<file path="src/rtl/shake_core_arbiter.sv">
// -----------------------------------------------------------------------------
// shake_core_arbiter
//
// Round-robin arbiter that shares one SHAKE256 hash core between NUM_REQ
// requesters. A winner is picked from the pending requests, the core gets a
// one-cycle start pulse, and the arbiter then waits for the core to finish.
// The owner receives a one-cycle done pulse, or an err pulse if the core
// overflowed or the watchdog expired. After that the core is released.
// When the watchdog expires, the core also receives a one-cycle abort pulse
// so that it soft-resets.
//
// Ports
//   clk             in   1        system clock, rising edge
//   reset_n         in   1        asynchronous, active-low reset
//   req             in   NUM_REQ  level request per requester, held until done/err
//   gnt             out  NUM_REQ  one-hot owner of the core, all-zero when free
//   core_start      out  1        one-cycle start pulse to the core
//   core_abort      out  1        one-cycle soft-reset pulse on watchdog expiry
//   core_done       in   1        core completion (first high cycle in WAIT counts)
//   core_overflow   in   1        core input-overflow flag, sampled with core_done
//   done            out  NUM_REQ  one-cycle completion pulse to the owner
//   err             out  NUM_REQ  one-cycle error pulse to the owner
//   busy            out  1        high whenever the FSM is not idle
//   debug_arb_state out  2        current FSM state
// -----------------------------------------------------------------------------
module shake_core_arbiter #(
    parameter int NUM_REQ        = 4,
    parameter int TIMEOUT_CYCLES = 4096
) (
    input  logic               clk,
    input  logic               reset_n,
    input  logic [NUM_REQ-1:0] req,
    output logic [NUM_REQ-1:0] gnt,
    output logic               core_start,
    output logic               core_abort,
    input  logic               core_done,
    input  logic               core_overflow,
    output logic [NUM_REQ-1:0] done,
    output logic [NUM_REQ-1:0] err,
    output logic               busy,
    output logic [1:0]         debug_arb_state
);

    localparam int PTR_W = (NUM_REQ > 1) ? $clog2(NUM_REQ) : 1;
    localparam int WD_W  = (TIMEOUT_CYCLES > 1) ? $clog2(TIMEOUT_CYCLES) : 1;

    localparam logic [PTR_W-1:0]   LAST_REQ = PTR_W'(NUM_REQ - 1);
    localparam logic [WD_W-1:0]    WD_LIMIT = WD_W'(TIMEOUT_CYCLES - 1);
    localparam logic [NUM_REQ-1:0] ONE_HOT0 = NUM_REQ'(1);

    typedef enum logic [1:0] {
        IDLE    = 2'd0,
        START   = 2'd1,
        WAIT    = 2'd2,
        RELEASE = 2'd3
    } arb_state_t;

    arb_state_t         state, state_next;
    logic [PTR_W-1:0]   ptr, ptr_next;
    logic [PTR_W-1:0]   owner, owner_next;
    logic [WD_W-1:0]    watchdog, watchdog_next;
    logic [NUM_REQ-1:0] gnt_next, done_next, err_next;
    logic               core_start_next, core_abort_next;

    logic               found;
    logic [PTR_W-1:0]   winner;

    // Round-robin search: the first pending request at or above ptr wins,
    // and the search wraps from NUM_REQ-1 back to 0.
    always_comb begin
        int               idx;
        logic [PTR_W-1:0] cand;
        found  = 1'b0;
        winner = '0;
        idx    = 0;
        cand   = '0;
        for (int i = 0; i < NUM_REQ; i++) begin
            idx = int'(ptr) + i;
            if (idx >= NUM_REQ) begin
                idx = idx - NUM_REQ;
            end
            cand = PTR_W'(idx);
            if (!found && req[cand]) begin
                found  = 1'b1;
                winner = cand;
            end
        end
    end

    // Next-state and output logic. The pulse outputs default to zero, so
    // each pulse lasts exactly one cycle. The grant holds its value unless a
    // state explicitly changes it.
    always_comb begin
        state_next      = state;
        ptr_next        = ptr;
        owner_next      = owner;
        watchdog_next   = watchdog;
        gnt_next        = gnt;
        done_next       = '0;
        err_next        = '0;
        core_start_next = 1'b0;
        core_abort_next = 1'b0;

        unique case (state)
            IDLE: begin
                if (found) begin
                    gnt_next        = ONE_HOT0 << winner;
                    owner_next      = winner;
                    core_start_next = 1'b1;
                    state_next      = START;
                end
            end
            START: begin
                // A core_done seen here cannot belong to this job, so it is ignored.
                watchdog_next = '0;
                state_next    = WAIT;
            end
            WAIT: begin
                // Completion takes priority over a watchdog expiry on the same cycle.
                if (core_done) begin
                    done_next[owner] = ~core_overflow;
                    err_next[owner]  = core_overflow;
                    state_next       = RELEASE;
                end else if (watchdog == WD_LIMIT) begin
                    err_next[owner] = 1'b1;
                    core_abort_next = 1'b1;
                    state_next      = RELEASE;
                end else begin
                    watchdog_next = watchdog + WD_W'(1);
                end
            end
            RELEASE: begin
                gnt_next   = '0;
                ptr_next   = (owner == LAST_REQ) ? '0 : owner + PTR_W'(1);
                state_next = IDLE;
            end
            default: begin
                state_next = IDLE;
            end
        endcase
    end

    // State and output registers. A reset in the middle of a job discards the
    // job silently.
    always_ff @(posedge clk or negedge reset_n) begin
        if (!reset_n) begin
            state      <= IDLE;
            ptr        <= '0;
            owner      <= '0;
            watchdog   <= '0;
            gnt        <= '0;
            done       <= '0;
            err        <= '0;
            core_start <= 1'b0;
            core_abort <= 1'b0;
        end else begin
            state      <= state_next;
            ptr        <= ptr_next;
            owner      <= owner_next;
            watchdog   <= watchdog_next;
            gnt        <= gnt_next;
            done       <= done_next;
            err        <= err_next;
            core_start <= core_start_next;
            core_abort <= core_abort_next;
        end
    end

    assign busy            = (state != IDLE);
    assign debug_arb_state = state;

endmodule
</file>
<file path="config.mk">
export PLATFORM = sky130hd
export DESIGN_NAME = shake_core_arbiter
export DESIGN_NICKNAME = d
export VERILOG_FILES = /design/src/rtl/shake_core_arbiter.sv
export SDC_FILE = /design/constraint.sdc
export NUM_CORES = 1
export LEC_CHECK = 0
export ABC_AREA = 1
export BUFFER_PORTS_ARGS = -buffer_cell sky130_fd_sc_hd__buf_2
export CORE_ASPECT_RATIO = 1.75
export CORE_MARGIN = 5
export CORE_UTILIZATION = 55
export CTS_BUF_LIST = sky130_fd_sc_hd__clkbuf_16
export CTS_CLUSTER_DIAMETER = 60
export DETAILED_ROUTE_END_ITERATION = 8
export PLACE_DENSITY = 0.77
export SYNTH_ARGS = -nofsm -noshare
export SYNTH_HDL_FRONTEND = slang
export SYNTH_SLANG_ARGS = --single-unit
</file>
<file path="constraint.sdc">
create_clock -name clk -period 2.9 [get_ports clk]
set_input_delay 0.145 -clock clk [delete_from_list [all_inputs] [get_ports clk]]
set_output_delay 0.145 -clock clk [all_outputs]
set_load 0.005 [all_outputs]
</file>
==> qor.yml <==
min-delay-path-class: "input pin to flop"
postLayoutCoreUtil: 0.654
multiInputGateArea_um2: 951
register_area_um2: 801
drc_errors: 0
area_growth_pct: 16.7
antenna_found_initial: 0
fmax_mhz: 512
clk_latency_ns: 0.27
setup_tns_ns: 0
synth_top_area_share: 0.425
rrSetupSlack_ns: 0.95
criticalPathCategory: "flop to flop"
cts_setup_buffers: 0
netlist_instances: 244
path_clk_slew_ns: 0.05
drt-total-wl_um: 3970
relSlewSlack: 0.542
nFillCells: 319
pin_count: 25
drtAntennaViolNets: 0
dp_cells: 309
status: "complete, no violations"
cp.required_ns: 3.05
post-place-ws_ns: 0.984
dp_hpwl_um: 3090
synth_area_leaders: "dfrtp_1 42%, nand2_1 17%, ha_1 6.6%, inv_1 4.6%, nor2_1 4.6%"
die-area_um2: 4740
path_max_fanout: 14
cts_buffers: 5
cpMostUsedCell: "inv_1"
finalNetCount: 290
tightest_slew_ns: 0.687
crit_family: "simple AND/OR/NAND/NOR gates"
place.gp.congestion: 0.844
synth-seq-cells: 32
finalMaxSlewViolations: 0
drt_first_pass_iters: 4
core_um2: 3360
rsz0062_at_grt: "no"
final_cell_mix: "87 x nand2_1, 32 x dfrtp_1, 24 x inv_1, 24 x buf_2, 23 x nor2_1"
port-buffer-count: 24
cts.sinks: 32
cp_slowest_cell: "dfrtp_1"
yosysTopAreaCell: "dfrtp_1"
power.total_mw: 2.06
critical_path_arrival_ns: 2.10
die_w_um: 54.2
setup_violations: 0
fin_cells: 318
track_usage: 0.189
grt_remaining_overflow: 0
critPathCaptureType: "flop"
grt_pass1_vias: 1620
power.leakage_nw: 1.18
max-vdd-ir-drop_mv: 0.534
cts_tree: "built"
synth_fp_nets: 262
drtIter0Drc: 18
fin_ws_ns: 0.946
final_common_cell: "nand2_1"
clk_path_buf_depth: 2
synth_area_per_cell_um2: 7.72
vias: 1605
die_h_um: 87.4
grt_pass1_wl_um: 6650
netlist_area_um2: 1880
cp_num_buf_inv: 3
fin_crit_ns: 1.95
crit_chain: "inv_1 > ha_1 > inv_1 > nor2_1 > nand2_4 > nand2_4 > inv_1 > nand2_1 > o21ai_0"
power_density_nw_per_um2: 938
synth_warnings: 0
start_kind: "flop"
fin_skew_ns: 0.00596
htreeDepth: 2
cts-root-buf: "clkbuf_16"
drive_gt1_frac: 0.194
n_antenna_cell: 0
yosysSeqAreaShare: 0.425
rows: 28
period_share: 0.674
yosys.cell_types.count: 27
drv_cap: 0
grt_max_degree: 33
start_util: 0.560
routedWlPerCell_um: 12.5
slowest_delay_ns: 0.42
finalHoldViolations: 0
routed_via_density: 5.05
==> area by class of cell <==
type,count,share of cell area
Clock inverter,3,0.0176
Clock buffer,5,0.0569
Inverter,26,0.0444
Timing Repair Buffer,25,0.0592
Sequential cell,32,0.364
Multi-Input combinational cell,182,0.432
Tap cell,45,0.0256
==> power by group <==
part	internal, mW	switching [mW]
combinational	0.275	0.582
sequential	0.537	0.0937
clock	0.399	0.176
==> worst reg2reg max path, stage by stage, from the launching register on <==
cell and delay, ns:
dfrtp_1 0.42, inv_1 0.12, ha_1 0.32, inv_1 0.17
nor2_1 0.21, nand2_4 0.11, nand2_4 0.17, inv_1 0.14
nand2_1 0.08, o21ai_0 0.07
==> repair_timing <==
action | 4_1_cts | 5_1_grt
hold buffers | 1 | 0
hold endpoints to repair | 32 | 0
resized for setup | 0 | 0
==> synth_stat cells <==
master,count
nor3_1,3
nand3b_1,2
dfrtp_1,32
o21ai_1,2
inv_2,3
buf_4,1
nand2_4,2
inv_1,23
a21oi_2,1
nand2_2,6
nand3_2,2
o21ai_2,3
nor2_2,2
xor2_1,7
nor2_1,23
nand4_1,6
ha_1,10
nand3_1,12
buf_6,2
nor2_4,1
o22ai_2,1
a21oi_1,3
o21ai_0,7
nand2_1,87
o22ai_1,1
or2_2,1
buf_2,1
==> routing by layer <==
metal	track usage	vias to the layer above	share of wire
li1	-	821	-
met1	0.183	739	0.37
met2	0.351	34	0.57
met3	0.0223	11	0.027
met4	0.120	0	0.031
met5	0	-	0
==> cells by family (layout without fill, tap and decap cells) <==
| group | count (synthesis) | after routing | synth area share |
|---|---|---|---|
| adders and majority gates | 10 | 10 | 0.0664 |
| and+or+nand+nor | 147 | 147 | 0.345 |
| buffers and inverters | 30 | 59 | 0.0704 |
| DFF | 32 | 32 | 0.425 |
| xor gates and xnor gates | 7 | 7 | 0.0325 |
| AOI/OAI and AO/OA | 18 | 18 | 0.0604 |
==> flip-flops by register name, summed over array words and instances (netlist names) <==
name	count
core_abort	1
core_start	1
debug_arb_state	2
done	4
err	4
gnt	4
owner	2
ptr	2
watchdog	12
==> stage by stage <==
| stage | cell area (µm²) | hold slack [ns] |
|---|---|---|
| after CTS | 2200 | 0.0776 |
| after global placement | 2030 | 0.225 |
| after detailed placement | 2030 | 0.234 |
| final | 2200 | 0.0791 |
| after floorplan | 1880 | -0.151 |
| after global routing | 2200 | 0.0695 |
==> final timing paths <==
check                                to  depth (start not counted)                from
max in group asynchronous   watchdog[1]                          2             reset_n
hold reg to reg                  gnt[2]                          2              gnt[2]
hold / removal               core_abort                          2           core_done
min in group asynchronous        err[1]                          2             reset_n
setup reg to reg           watchdog[10]                          9  debug_arb_state[0]
setup / recovery           watchdog[10]                          9  debug_arb_state[0]
Note: power is estimated with default switching activity, not from simulation.
